## config.mk

```make
export PLATFORM = sky130hd
export DESIGN_NAME = prom_boot_reader
export DESIGN_NICKNAME = d
export VERILOG_FILES = /design/src/rtl/prom_boot_pkg.sv /design/src/rtl/prom_byte_fetch.sv /design/src/rtl/prom_boot_reader.sv
export SDC_FILE = /design/constraint.sdc
export NUM_CORES = 1
export LEC_CHECK = 0
export ABC_AREA = 1
export CAP_MARGIN = 20
export CORE_ASPECT_RATIO = 1.75
export CORE_MARGIN = 2
export CORE_UTILIZATION = 50
export CTS_CLUSTER_SIZE = 30
export DETAILED_ROUTE_END_ITERATION = 16
export GPL_TIMING_DRIVEN = 0
export PLACE_DENSITY_LB_ADDON = 0.05
export SLEW_MARGIN = 15
export SYNTH_ARGS = -nofsm -noshare
export SYNTH_HDL_FRONTEND = slang
export SYNTH_SLANG_ARGS = --single-unit
```

## constraint.sdc

```tcl
create_clock -name clk -period 3.6 [get_ports clk]
set_input_delay 0.72 -clock clk [delete_from_list [all_inputs] [get_ports clk]]
set_output_delay 0.72 -clock clk [all_outputs]
set_load 0.005 [all_outputs]
```

## src/rtl/prom_boot_pkg.sv

```systemverilog
// prom_boot_pkg: shared widths, FSM encoding and PROM address helper for the boot loader.
`default_nettype none

package prom_boot_pkg;

    localparam int PROM_AW        = 9;
    localparam int PROM_DW        = 8;
    localparam int UWORD_W        = 48;
    localparam int BYTES_PER_WORD = 6;
    localparam int CM_AW          = 14;

    localparam logic [2:0] S_IDLE    = 3'd0;
    localparam logic [2:0] S_FETCH   = 3'd1;
    localparam logic [2:0] S_CAPTURE = 3'd2;
    localparam logic [2:0] S_EMIT    = 3'd3;
    localparam logic [2:0] S_FINISH  = 3'd4;

    // 6*word + lane, computed with shifts so every term stays PROM_AW bits wide
    function automatic logic [PROM_AW-1:0] byte_addr(input logic [PROM_AW-1:0] word,
                                                     input logic [2:0]         lane);
        return (word << 2) + (word << 1) + {6'b000000, lane};
    endfunction

endpackage

`default_nettype wire

```

## src/rtl/prom_byte_fetch.sv

```systemverilog
// prom_byte_fetch: drives PROM address/CE for one byte access and times the ACCESS_CYCLES wait.
`default_nettype none

module prom_byte_fetch
    import prom_boot_pkg::*;
#(
    parameter int ACCESS_CYCLES = 2
) (
    input  logic               clk,
    input  logic               reset_n,
    input  logic               req,
    input  logic [PROM_AW-1:0] req_addr,
    input  logic [PROM_DW-1:0] prom_d,
    output logic [PROM_AW-1:0] prom_a,
    output logic               prom_ce_n,
    output logic               wait_done,
    output logic               byte_valid,
    output logic [PROM_DW-1:0] byte_data
);

    localparam logic [3:0] C_PRE  = 4'(ACCESS_CYCLES - 1);
    localparam logic [3:0] C_LAST = 4'(ACCESS_CYCLES);

    logic       active;
    logic [3:0] cnt;

    // cnt 0..ACCESS_CYCLES-1 is the wait, cnt == ACCESS_CYCLES is the sample clock
    always_ff @(posedge clk or negedge reset_n) begin
        if (!reset_n) begin
            prom_a    <= '0;
            prom_ce_n <= 1'b1;
            active    <= 1'b0;
            cnt       <= '0;
        end else if (req) begin
            prom_a    <= req_addr;
            prom_ce_n <= 1'b0;
            active    <= 1'b1;
            cnt       <= '0;
        end else if (active) begin
            if (cnt == C_LAST) begin
                prom_ce_n <= 1'b1;
                active    <= 1'b0;
                cnt       <= '0;
            end else begin
                cnt <= cnt + 4'd1;
            end
        end
    end

    assign wait_done  = active && (cnt == C_PRE);
    assign byte_valid = active && (cnt == C_LAST);
    assign byte_data  = prom_d;

endmodule

`default_nettype wire

```

## src/rtl/prom_boot_reader.sv

```systemverilog
// prom_boot_reader: loads NUM_WORDS 48-bit words from a byte-wide PROM into control memory.
// Optional PROM_CHECKSUM_EN adds an 8-bit checksum over all bytes plus PROM byte 511.
`default_nettype none

module prom_boot_reader
    import prom_boot_pkg::*;
#(
    parameter int ACCESS_CYCLES = 2,
    parameter int NUM_WORDS     = 85
) (
    input  logic               clk,
    input  logic               reset_n,
    input  logic               start,
    output logic [PROM_AW-1:0] prom_a,
    output logic               prom_ce_n,
    input  logic [PROM_DW-1:0] prom_d,
    output logic               wr_valid,
    input  logic               wr_ready,
    output logic [CM_AW-1:0]   wr_addr,
    output logic [UWORD_W-1:0] wr_data,
    output logic               busy,
    output logic               done,
    output logic               csum_ok
);

    localparam logic [CM_AW-1:0] LAST_WORD = CM_AW'(NUM_WORDS - 1);
    localparam logic [2:0]       LAST_BYTE = 3'(BYTES_PER_WORD - 1);
`ifdef PROM_CHECKSUM_EN
    localparam bit HAS_CSUM = 1'b1;
`else
    localparam bit HAS_CSUM = 1'b0;
`endif

    logic [2:0]         state;
    logic [2:0]         byte_cnt;
    logic [CM_AW-1:0]   word_cnt;
    logic               fetch_req;
    logic [PROM_AW-1:0] fetch_addr;
    logic               wait_done;
    logic               byte_valid;
    logic [PROM_DW-1:0] byte_data;
    logic               csum_rd;
    logic               csum_pass;

    assign wr_valid = (state == S_EMIT);
    assign wr_addr  = word_cnt;

    // Launch a byte access on every transition into FETCH
    always_comb begin
        fetch_req  = 1'b0;
        fetch_addr = '0;
        case (state)
            S_IDLE: begin
                fetch_req = start;
            end
            S_CAPTURE: begin
                if (byte_valid && !csum_rd && byte_cnt != LAST_BYTE) begin
                    fetch_req  = 1'b1;
                    fetch_addr = byte_addr(word_cnt[PROM_AW-1:0], byte_cnt + 3'd1);
                end
            end
            S_EMIT: begin
                if (wr_ready) begin
                    if (word_cnt != LAST_WORD) begin
                        fetch_req  = 1'b1;
                        fetch_addr = byte_addr(word_cnt[PROM_AW-1:0] + 9'd1, 3'd0);
                    end else if (HAS_CSUM) begin
                        fetch_req  = 1'b1;
                        fetch_addr = '1;
                    end
                end
            end
            default: ;
        endcase
    end

    prom_byte_fetch #(
        .ACCESS_CYCLES(ACCESS_CYCLES)
    ) u_fetch (
        .clk       (clk),
        .reset_n   (reset_n),
        .req       (fetch_req),
        .req_addr  (fetch_addr),
        .prom_d    (prom_d),
        .prom_a    (prom_a),
        .prom_ce_n (prom_ce_n),
        .wait_done (wait_done),
        .byte_valid(byte_valid),
        .byte_data (byte_data)
    );

`ifdef PROM_CHECKSUM_EN
    logic [7:0] sum;

    always_ff @(posedge clk or negedge reset_n) begin
        if (!reset_n) begin
            sum     <= '0;
            csum_rd <= 1'b0;
        end else if (state == S_IDLE && start) begin
            sum     <= '0;
            csum_rd <= 1'b0;
        end else begin
            if (state == S_CAPTURE && byte_valid)
                sum <= sum + byte_data;
            if (state == S_EMIT && wr_ready && word_cnt == LAST_WORD)
                csum_rd <= 1'b1;
        end
    end

    assign csum_pass = ((sum + byte_data) == 8'd0);
`else
    assign csum_rd   = 1'b0;
    assign csum_pass = 1'b1;
`endif

    always_ff @(posedge clk or negedge reset_n) begin
        if (!reset_n) begin
            state    <= S_IDLE;
            byte_cnt <= '0;
            word_cnt <= '0;
            wr_data  <= '0;
            busy     <= 1'b0;
            done     <= 1'b0;
            csum_ok  <= 1'b0;
        end else begin
            done <= 1'b0;
            case (state)
                S_IDLE: begin
                    if (start) begin
                        byte_cnt <= '0;
                        word_cnt <= '0;
                        busy     <= 1'b1;
                        csum_ok  <= 1'b0;
                        state    <= S_FETCH;
                    end
                end
                S_FETCH: begin
                    if (wait_done)
                        state <= S_CAPTURE;
                end
                S_CAPTURE: begin
                    if (byte_valid) begin
                        if (csum_rd) begin
                            csum_ok <= csum_pass;
                            done    <= 1'b1;
                            state   <= S_FINISH;
                        end else begin
                            wr_data[{byte_cnt, 3'b000} +: PROM_DW] <= byte_data;
                            if (byte_cnt != LAST_BYTE) begin
                                byte_cnt <= byte_cnt + 3'd1;
                                state    <= S_FETCH;
                            end else begin
                                state <= S_EMIT;
                            end
                        end
                    end
                end
                S_EMIT: begin
                    if (wr_ready) begin
                        if (word_cnt != LAST_WORD) begin
                            word_cnt <= word_cnt + 14'd1;
                            byte_cnt <= '0;
                            state    <= S_FETCH;
                        end else if (HAS_CSUM) begin
                            state <= S_FETCH;
                        end else begin
                            csum_ok <= 1'b1;
                            done    <= 1'b1;
                            state   <= S_FINISH;
                        end
                    end
                end
                S_FINISH: begin
                    busy  <= 1'b0;
                    state <= S_IDLE;
                end
                default: state <= S_IDLE;
            endcase
        end
    end

endmodule

`default_nettype wire

```

Word-level counts from Yosys, hierarchy flattened --
Index checks and enable logic that the tools add are counted.
Word-level totals: bits of input ports 12, register bits after elaboration 86
Operators by class: add/subtract/negate cells 8, multiplexer cells 44, eq/ne operators 15, shift-type cells 2, reductions and logical operators 16
Operators with widths (number):
- bitwise mux 48 bit | 1
- variable shift 8 x 8 -> 48 bit (first input constant) | 1
- indexed part select 8 x 8 -> 48 bit | 1
- two-way mux 14 bit | 3
- two-way mux 3 bit | 10
- one-hot mux 14 bit (2 select lines) | 1
- two-way mux 9 bit | 3
- adder 9 bit | 2
- one-hot mux 9 bit (2 select lines) | 1
- two-way mux 1 bit | 16
- adder 14 x 1 -> 14 bit (second input constant) | 1
- != test 14 x 7 -> 1 bit (second input constant) | 1
- two-way mux 4 bit | 3
- one-hot mux 3 bit (4 select lines) | 1
- AND reduction 4 bit | 3
- adder 9 x 3 -> 9 bit | 1
- one-hot mux 3 bit (3 select lines) | 1
- adder 8 x 1 -> 8 bit (second input constant) | 1
- != test 2 bit (second input constant) | 4
- negation 6 -> 8 bit | 1
- nonzero test 2 bit | 4
- equality test 3 x 2 -> 1 bit (second input constant) | 2
- != test 2 x 1 -> 1 bit (second input constant) | 3
- AND reduction 2 bit | 3
- other kinds (14) | 17

Depth between registers and ports, before layout --
Gate-level depths: netlist of run 1.
depth in word-level cells 7, depth in mapped cells 16

Modules after synthesis --
From an unflattened synthesis of run 1, not the netlist that was laid out.
Second synthesis, totals: cell total of the unflattened synthesis 607, area total of the unflattened synthesis 5017.3 um^2
By module, submodules not included:
- prom_boot_reader | cells an instance 518, times used 1, area each 4272.8 um^2, seq. area each 1776.7 um^2
- prom_byte_fetch | cells an instance 89, times used 1, area each 744.5 um^2, seq. area each 376.6 um^2

Worst setup path before layout of run 1 --
OpenSTA, ideal clock, no wires.
kind register to register, from reg byte_cnt[0], to reg u_fetch.prom_a[8], path slack 0.993 ns, period minus slack after synthesis 2.607 ns, stages on the path, launching flop included 16, setup time 0.124 ns, arrival 2.483 ns, required time 3.476 ns, cell sequence dfrtp_1 -> ha_1 -> xnor2_1 -> inv_1 -> fa_1 -> ha_1 -> inv_1 -> fa_1 -> inv_1 -> nand3_1 -> nand2_1 -> nand2_1 -> a21oi_1 -> o21ai_0 -> nand3_1 -> nand3_1
On the way: longest elaborated chain between the ends 4, elaborated cells between the ends (all ways) 8
Ends and longest elaborated chain:
- start, declared | line prom_boot_reader.sv:35 | logic [2:0] byte_cnt;
- start signal, assigned | line prom_boot_reader.sv:150 | byte_cnt <= byte_cnt + 3'd1;
- adder 3 x 1 -> 3 bit or != test 3 bit (tied branches) | line prom_boot_reader.sv:59, prom_boot_reader.sv:57
- adder 9 x 3 -> 9 bit or logical AND 1 bit (tied branches) | line prom_boot_pkg.sv:21, prom_boot_reader.sv:57
- two-way mux 9 bit or two-way mux 1 bit (tied branches) | line prom_boot_reader.sv:57 | if (byte_valid && !csum_rd && byte_cnt != LAST_BYTE) begin
- one-hot mux 9 bit (2 select lines) or one-hot mux 1 bit (3 select lines) (tied branches) | line prom_boot_reader.sv:52 | case (state)
- end signal, assigned | line prom_byte_fetch.sv:35 | prom_a <= req_addr;
- end, declared | line prom_byte_fetch.sv:14 | output logic [PROM_AW-1:0] prom_a,
Several ways; a longest one is shown, not always the timed one. A chain may end at the register's enable or synchronous reset.

Worst setup path after layout of run 1 --
Ends and elaborated chain as after synthesis.

==> results.md, run 1 <==
- Before antenna repair, the detailed router went through 4 iterations.
- The synthesized cell area is 0.00455 mm².
- In the final timing run, aggregate negative setup slack is 0 ns.
- The via count of the first global-routing pass is 3941.
- The launching element type of the critical path is a register.
- The normalized max-slew margin is 61.3%.
- Of the synthesized area, sequential elements account for 47.3%.
- In this run the critical register-to-register path is captured at u_fetch.prom_a[8].
- The delay of the slowest critical-path stage is 0.48 ns.
- In this run the worst path has a maximum fanout of 5.
- The DRC violation total after the first TritonRoute iteration is 128.
- The count of pins on the block boundary is 88.
- Dividing the detail-routed wire length by the instance count gives 15.6 µm.
- The slowest stage of the critical path belongs to the cell fa_1.
- The worst setup path is of the reg2reg kind.
- For this block, the via count after detailed routing is 3991.
- The cell row count is 46.
- By area the synthesized netlist is led by dfrtp_1 (47%), nand2_1 (9.7%), ha_1 (7.7%), inv_1 (6.0%), o21ai_0 (5.5%).
- The critical path runs through a total of 15 cells.
- Wires add up to 11700 µm.
- The count of endpoints failing setup in the final report is 0.
- Counting every sink on the clock net gives 86.
- In this run the critical register-to-register path is launched from byte_cnt[0].
- The final global-route overflow total is 0.
- From left edge to right edge, the die measures 76.1 µm.
- The analysis attributes to cell leakage a power of 2.85 nW.
- The final hold violation count is 0.
- The number of nets in the synthesized netlist is 571.
- At the pin with the least slew margin, the transition time is 0.580 ns.
- The clock period could shrink to 2.92 ns.
- Routability-driven placement finished with a final weighted congestion of 0.876.
- Input and output buffers added on the ports amount to 87.
- The run finished with clean final reports.
- Hold timing on the final database bottoms out at a slack of 0.293 ns.
- The count of placed standard cells in the final layout, fillers left out is 750.
- The height of the die is 130 µm.
- The count of H-tree levels built during CTS is 3.
- The sum of net half-perimeters after detailed placement is 8970 µm.
- The average via count per standard cell is 5.32.
- The clock arrives with 0.00625 ns of skew.
- For this run, design rule violations remaining after detail routing come to 0.
- Entering global routing, the biggest net connects 63 pins.
- The post-synthesis cell type count is 36.
- Summing internal, switching and leakage power gives 0.00304 W.
- The area growth from synthesis to layout is 29.1%.
- The CTS tree is done.
- The first global-routing pass estimated 18800 µm of wire.
- Setup repair after global routing left no endpoint under its margin.
- The number of cells on the worst reg-to-reg path is 15.
- The initial cell density of the core is 50.7%.
- Global routing used 24.6% of the available tracks.
- The number of buffers created by CTS is 9.
- A synthesized cell averages 8.62 µm².
- Clock-pin slew was measured on the worst setup and hold paths at 0.06 ns.
- For this design the ratio of total power to cell area is 517 mW/mm².
- The post-CTS resize count is 0.
- The number of antenna violations at the first check in global routing came to 0.
- The cell area after layout is 0.00588 mm².
- Once the clock tree was built, the setup fixing pass inserted 0 buffers.
- The post-synthesis instance total is 528.
- The post-placement cell count is 736.
- The cell area after placement is 0.00560 mm².
- The share of post-route cells with drive strength above 1 is 6.19%.
- In this run the worst hold path is classified as in2async.
- Fill cells in the final layout number 774.
- The detail route stage leaves a number of antenna-violating nets equal to 0.
- Summed over its instances, the top area cell type makes up 46.7% of the synthesized netlist area.
- The number of buffers inserted for hold repair after clock tree synthesis is 0.
- The clock root buffer is clkbuf_16.
- The critical path capture point type is a register.
- Counting flops and latches in the post-synthesis netlist gives 86.
- The worst supply voltage drop on vdd is 0.317 mV.
- The critical path data required time is 3.81 ns.
- The diode insertion count for antenna repair is 0.
- The footprint of the multi-input gates is 0.00208 mm².
- The worst path uses 81.2% of the clock period.
- The net count of the finished layout is 670.
- The number of slew-limit violations in the final report was 0.
- The buffers plus inverters on the worst setup path is 3.
- The insertion delay to the later sink of the worst-skew pair is 0.33 ns.
- The number of buffers on the longest clock path is 2.
- In this run the register-to-register setup slack is 0.68 ns.
- The area of all sequential standard cells is 0.00215 mm².
- Traced cell by cell, the critical path runs through ha_1, xnor2_1, inv_1, fa_1, ha_1, inv_1, fa_1, inv_1, nand3_1, nand2_1, nand2_1, a21oi_1, o21ai_0, nand3_1, nand3_1.
- The cell taking the most area after synthesis is dfrtp_1.
- The highest achievable clock rate is 0.342 GHz.
- The area of the placeable core is 0.00898 mm².
- The family of cells with the greatest summed delay on the critical path is adder cells.
- The number of synthesis warnings is 0.
- The data arrival at the endpoint of the critical path is 3.14 ns.
- The area enclosed by the die boundary is 0.00992 mm².
- The reported max-cap violation count is 0.
[per-stage QoR]
step	util [%]	setup slack (ns)
after floorplan	-	0.993
after global placement	62.1	-1.27
after detailed placement	62.4	0.695
after CTS	65.5	0.682
after global routing	65.5	0.510
final	65.5	0.675
[layout make-up]
class                           instances  area share (%)
Timing Repair Buffer                   88            15.2
Clock buffer                           10            3.90
Multi-Input combinational cell        357            35.3
Tap cell                              120            2.55
Sequential cell                        86            36.6
Clock inverter                          4           0.851
Buffer                                  9           0.660
Inverter                               76            4.85
[how the worst max path moves through the flow]
stage / start / to / slack (ns)
floorplan: byte_cnt[0] / u_fetch.prom_a[8] / 0.99
global placement: reset_n / u_fetch.prom_a[7] / -1.27
detailed placement: byte_cnt[0] / u_fetch.prom_a[8] / 0.69
CTS: byte_cnt[0] / u_fetch.prom_a[8] / 0.68
global route: byte_cnt[0] / u_fetch.prom_a[8] / 0.51
finish: byte_cnt[0] / u_fetch.prom_a[8] / 0.68
[placed cells by master, fill, tap and decap left out, types with 4 or more instances in the layout]
cell type        synthesis  layout
a21oi_1                 10      10
buf_2                    4       4
clkbuf_1                 5       6
clkbuf_16                0       9
clkdlybuf4s50_1          0      86
dfrtp_1                 85      85
ha_1                    28      28
inv_1                   73      73
mux2_2                   6       6
nand2_1                118     118
nand3_1                 45      45
nand4_1                 13      13
nor2_1                  25      25
nor2_4                   4       4
nor3_1                   8       8
o21ai_0                 50      50
o22ai_1                  8       8
o31ai_1                 12      12
xor2_1                   7       7
[worst register-to-register path, stage by stage, from the launching register on]
cell and delay [ns]:
dfrtp_1 0.43, ha_1 0.23, xnor2_1 0.18, inv_1 0.07, fa_1 0.48, ha_1 0.17, inv_1 0.06, fa_1 0.35
inv_1 0.09, nand3_1 0.09, nand2_1 0.08, nand2_1 0.07, a21oi_1 0.16, o21ai_0 0.10, nand3_1 0.15, nand3_1 0.10
[cells in the mapped netlist]
cell type,number
nand3b_1,1
dfrtp_1,85
nand3_1,45
nand3_2,1
o31ai_1,12
o21bai_1,1
fa_1,3
clkbuf_1,5
mux2_2,6
ha_1,28
a21oi_1,10
inv_2,2
nor2_4,4
o22ai_1,8
nand2_1,118
inv_1,73
o21ai_0,50
xor2_1,7
dfstp_2,1
or2_2,2
clkinv_1,1
a211oi_1,1
o221ai_1,1
nor2_1,25
xnor2_1,3
nor3_1,8
buf_2,4
o211ai_1,3
nand3_4,1
nor3b_1,1
nand4_1,13
nor3_4,1
nand2_2,1
nor2_2,1
o21ai_1,1
a31oi_1,1
[registers in the layout, summed over array words and instances, names as in the netlist]
register           cells
busy                   1
byte_cnt               3
csum_ok                1
done                   1
state                  3
u_fetch.active         1
u_fetch.cnt            4
u_fetch.prom_a         9
u_fetch.prom_ce_n      1
wr_addr               14
wr_data               48
[metal layers]
metal,wire length [µm],global-route usage [%],up-vias
met5,0,0,-
met2,6430,47.6,113
met1,4260,24.5,1897
met4,617,14.5,0
li1,-,-,1945
met3,375,4.15,36
[report_power, final]
group | leakage, nW | internal, W | switching [W]
Clock | 0.130 | 0.000529 | 0.000369
Combinational | 1.76 | 0.000394 | 0.000527
Sequential | 0.961 | 0.00110 | 0.000118
[logic make-up after synthesis]
logic type | share of synthesized area, %
and+or+nand+nor | 22.2
AOI/OAI and AO/OA | 10.9
DFF | 47.3
buffers and inverters | 7.12
adders and majority gates | 9.01
xor gates and xnor gates | 1.92
muxes | 1.48
No activity file was read; power rests on OpenSTA's default activity.
==> run 2, diff against run 1 <==
--- a/config.mk
+++ b/config.mk
@@ -9,7 +9,7 @@
 export CAP_MARGIN = 20
 export CORE_ASPECT_RATIO = 1.75
 export CORE_MARGIN = 2
-export CORE_UTILIZATION = 50
+export CORE_UTILIZATION = 47
 export CTS_CLUSTER_SIZE = 30
 export DETAILED_ROUTE_END_ITERATION = 16
 export GPL_TIMING_DRIVEN = 0
==> constraint.sdc (replaced) <==
create_clock -name clk -period 2.6 [get_ports clk]
set_input_delay 0.52 -clock clk [delete_from_list [all_inputs] [get_ports clk]]
set_output_delay 0.52 -clock clk [all_outputs]
set_load 0.005 [all_outputs]
==> results.md, run 2 (same netlist as run 1, synthesis figures left out) <==
- The run finished, with violations left.
- The checks that failed: negative setup slack.
- The synthesis-to-layout area growth is 30.6%.
- The slack of the critical path came to -0.108 ns (-0.783 ns).
- STA classifies the critical path endpoint as a register.
- The pin count of the biggest net entering global routing is 48 (-24%).
- The switching share of power is 34.2% (+0.79 points).
- The final routed wirelength across all metal layers is 12200 µm (+4.5%).
- The uppermost layer routed is met4.
- The total met2 wirelength after detailed routing is 6840 µm (+6.4%).
- The die width was 78.4 µm (+3.0%).
- The cell row count is 47 (+2.2%).
- The combinational share of power came to 31.4% (+1.1 points).
- The worst supply voltage drop on vdd is 0.657 mV (+110%).
- The count of H-tree levels built during CTS is 3 (unchanged).
- The final hold violation count came to 0 (unchanged).
- The diode insertion count for antenna repair is 0 (unchanged).
- The area enclosed by the die boundary is 0.0105 mm² (+6.1%).
- The clock transition time at the flip-flop clock pins of the worst setup and hold paths is 0.06 ns (about the same).
- In the layout the commonest cells are nand2_1 (117), clkdlybuf4s50_1 (86), dfrtp_1 (84).
- The cell area power density came to 699 mW/mm² (+35%).
- The total number of nets in the final design is 676 (+0.90%).
- The critical path is of the reg2reg type.
- The delay of the slowest critical-path stage is 0.51 ns (+0.03 ns).
- The launching element type of the critical path is a register.
- The count of pins on the block boundary was 88 (unchanged).
- The total number of clock tree sinks is 86 (unchanged).
- The cell area after layout is 0.00595 mm² (+1.1%).
- The height of the die is 134 µm (+3.0%).
- The final antenna-violating net count came to 0 (unchanged).
- The cell occurring most often along the worst timing path is nand3_2.
- The worst clock skew on the final layout is 0.00579 ns (-0.000460 ns).
- The buffers plus inverters on the worst setup path is 3 (unchanged).
- The tree is rooted in a clkbuf_16.
- The number of slew-limit violations in the final report came to 0 (unchanged).
- The iteration count of the initial detailed-routing pass is 5 (+1).
- The number of antenna violations at the first check in global routing was 0 (unchanged).
- The share of post-route cells with drive strength above 1 is 8.78% (+2.6 points).
- The maximum fanout count along the critical path is 2 (-3).
- The total length of routed met3 wires is 456 µm (+22%).
- The CTS tree is done.
- The area of the placeable core came to 0.00947 mm² (+5.4%).
- The total negative slack for setup checks came to -0.108 ns (-0.108 ns).
- The initial cell density of the core is 48.1% (-2.6 points).
- The switching power is 0.00142 W (+40%).
- The critical path data required time was 2.87 ns (-0.94 ns).
- The pre-CTS setup slack was -0.288 ns (-0.983 ns).
- The global-route total usage across every layer was 24.4% (-0.15 points).
- The critical path goes through ha_2, xnor2_2, inv_1, fa_1, ha_2, inv_2, fa_2, inv_2, nand3_2, nand2_1, nand2_2, a21oi_2, nor2_1, nand2_1, nand3_2, nand3_2.
- The overall power after layout came to 0.00416 W (+37%).
- The number of buffers created by CTS is 9 (unchanged).
- The routed length per instance was 16.1 µm (+3.1%).
- The first-pass GRT wire length is 19800 µm (+5.5%).
- The met1 wire length was 4490 µm (+5.3%).
- The relative contribution of sequential cells to total power is 40.6% (+0.5 points).
- The cell area after placement is 0.00561 mm² (+0.16%).
- The register containing the most flip-flops in the final layout is wr_data.
- The insertion delay to the later sink of the worst-skew pair is 0.33 ns (about the same).
- The final critical path time including I/O delays and setup was 2.71 ns (-0.217 ns).
- The internal power summed over all cells is 0.00274 W (+35%).
- The reported max-cap violation count came to 0 (unchanged).
- The DRC violation total after the first TritonRoute iteration is 177 (+38%).
- The sum of net half-perimeters after detailed placement came to 9400 µm (+4.8%).
- The highest achievable clock rate was 0.369 GHz (+8.0%).
- The path class of the tightest hold or removal check is in2async.
- The family of cells with the greatest summed delay on the critical path is adder cells.
- The count of unresolved DRC violations after routing is 0 (unchanged).
- The share of power burned in the clock network was 28.0% (-1.5 points).
- The slew at the pin closest to its max-slew limit came to 0.559 ns (-0.0205 ns).
- The via count of the first global-routing pass came to 4097 (+4.0%).
- The number of buffers on the longest clock path is 2 (unchanged).
- The data arrival at the endpoint of the critical path came to 2.98 ns (-0.16 ns).
- The flip-flop count of the largest register after layout came to 48 (unchanged).
- The library cell used most frequently in the layout, excluding fill and tap cells, is nand2_1.
- The average via count per standard cell was 5.25 (-1.3%).
- The final weighted congestion of routability-driven global placement is 0.860 (-1.8%).
- The count of port buffers added during placement is 87 (unchanged).
- The utilization after layout was 62.8% (-2.7 points).
- The post-route fraction of the period consumed by the critical path is 104% (+23 points).
- The total of fill cells in the finished design is 866 (+12%).
- The slowest stage cell on the critical path is fa_1.
- The normalized max-slew margin is 62.7% (+1.4 points).
- The final global-route overflow total came to 0 (unchanged).
- The count of endpoints failing setup in the final report is 1 (+1).
- Setup repair after global routing could not meet its margin everywhere.
- The cell leakage power is 2.87 nW (+0.84%).
- The via count of the routed design came to 3990 (-0.025%).
## run 2: cell types whose count changed in the layout (fill, tap and decap cells not counted), moves of 2 or more
cell,delta
ha_1,-2
nand3_1,-3
ha_2,+2
inv_2,+2
clkbuf_1,+3
inv_1,-2
nand3_2,+3
buf_4,+6
## run 2: layout make-up
type | instances | area (µm²) | share of cell area, %
inverter | 76 | 285 | 4.80
clock inverter | 3 | 21.3 | 0.358
clock buffer | 13 | 240 | 4.04
multi-input combinational | 357 | 2110 | 35.5
buffer | 9 | 38.8 | 0.652
sequential | 86 | 2150 | 36.2
tap | 122 | 153 | 2.57
timing repair buffer | 94 | 941 | 15.8
## run 2: routing by layer
metal | track usage, % | vias up
li1 | - | 1952
met1 | 25.0 | 1916
met2 | 46.4 | 96
met3 | 5.11 | 26
met4 | 11.1 | 0
met5 | 0 | -
## run 2: power groups by stage
stage	clock network, W	registers [W]	logic, W
CTS	0.00119	0.00168	0.00131
global placement	0	0.00171	0.00124
floorplan	0	0.00169	0.000735
finish	0.00117	0.00169	0.00130
global route	0.00124	0.00171	0.00147
detailed placement	0	0.00171	0.00128
## run 2: per-stage QoR
step | cells | hold slack, ns
2_1_floorplan | 528 | 0.224
3_3_place_gp | 737 | 0.463
3_5_place_dp | 738 | 0.472
4_1_cts | 758 | 0.195
5_1_grt | 760 | 0.212
6_report | 760 | 0.169
## run 2: final timing paths
kind | from | end | slack, ns | cells past startpoint
worst max register to register | byte_cnt[0] | u_fetch.prom_a[8] | -0.11 | 16
worst min register to register | wr_data[2] | wr_data[2] | 0.48 | 2
worst min-delay path | reset_n | wr_addr[4] | 0.17 | 1
max in group asynchronous | reset_n | wr_data[33] | 1.82 | 2
min in group clk | wr_data[2] | wr_data[2] | 0.48 | 2
worst max-delay path | byte_cnt[0] | u_fetch.prom_a[8] | -0.11 | 16
## run 2: what timing repair did
action / CTS / global route
setup endpoints to repair: 2 / 1
hold buffers: 0 / 0
setup buffers: 4 / 2
pin swaps: 8 / 7
gates resized for setup: 8 / 3
==> run 3, diff against run 2 <==
--- a/config.mk
+++ b/config.mk
@@ -6,7 +6,6 @@
 export NUM_CORES = 1
 export LEC_CHECK = 0
 export ABC_AREA = 1
-export CAP_MARGIN = 20
 export CORE_ASPECT_RATIO = 1.75
 export CORE_MARGIN = 2
 export CORE_UTILIZATION = 47
==> results of run 3 <==
No change in the layout: final DEF, timing and power equal those of run 2.
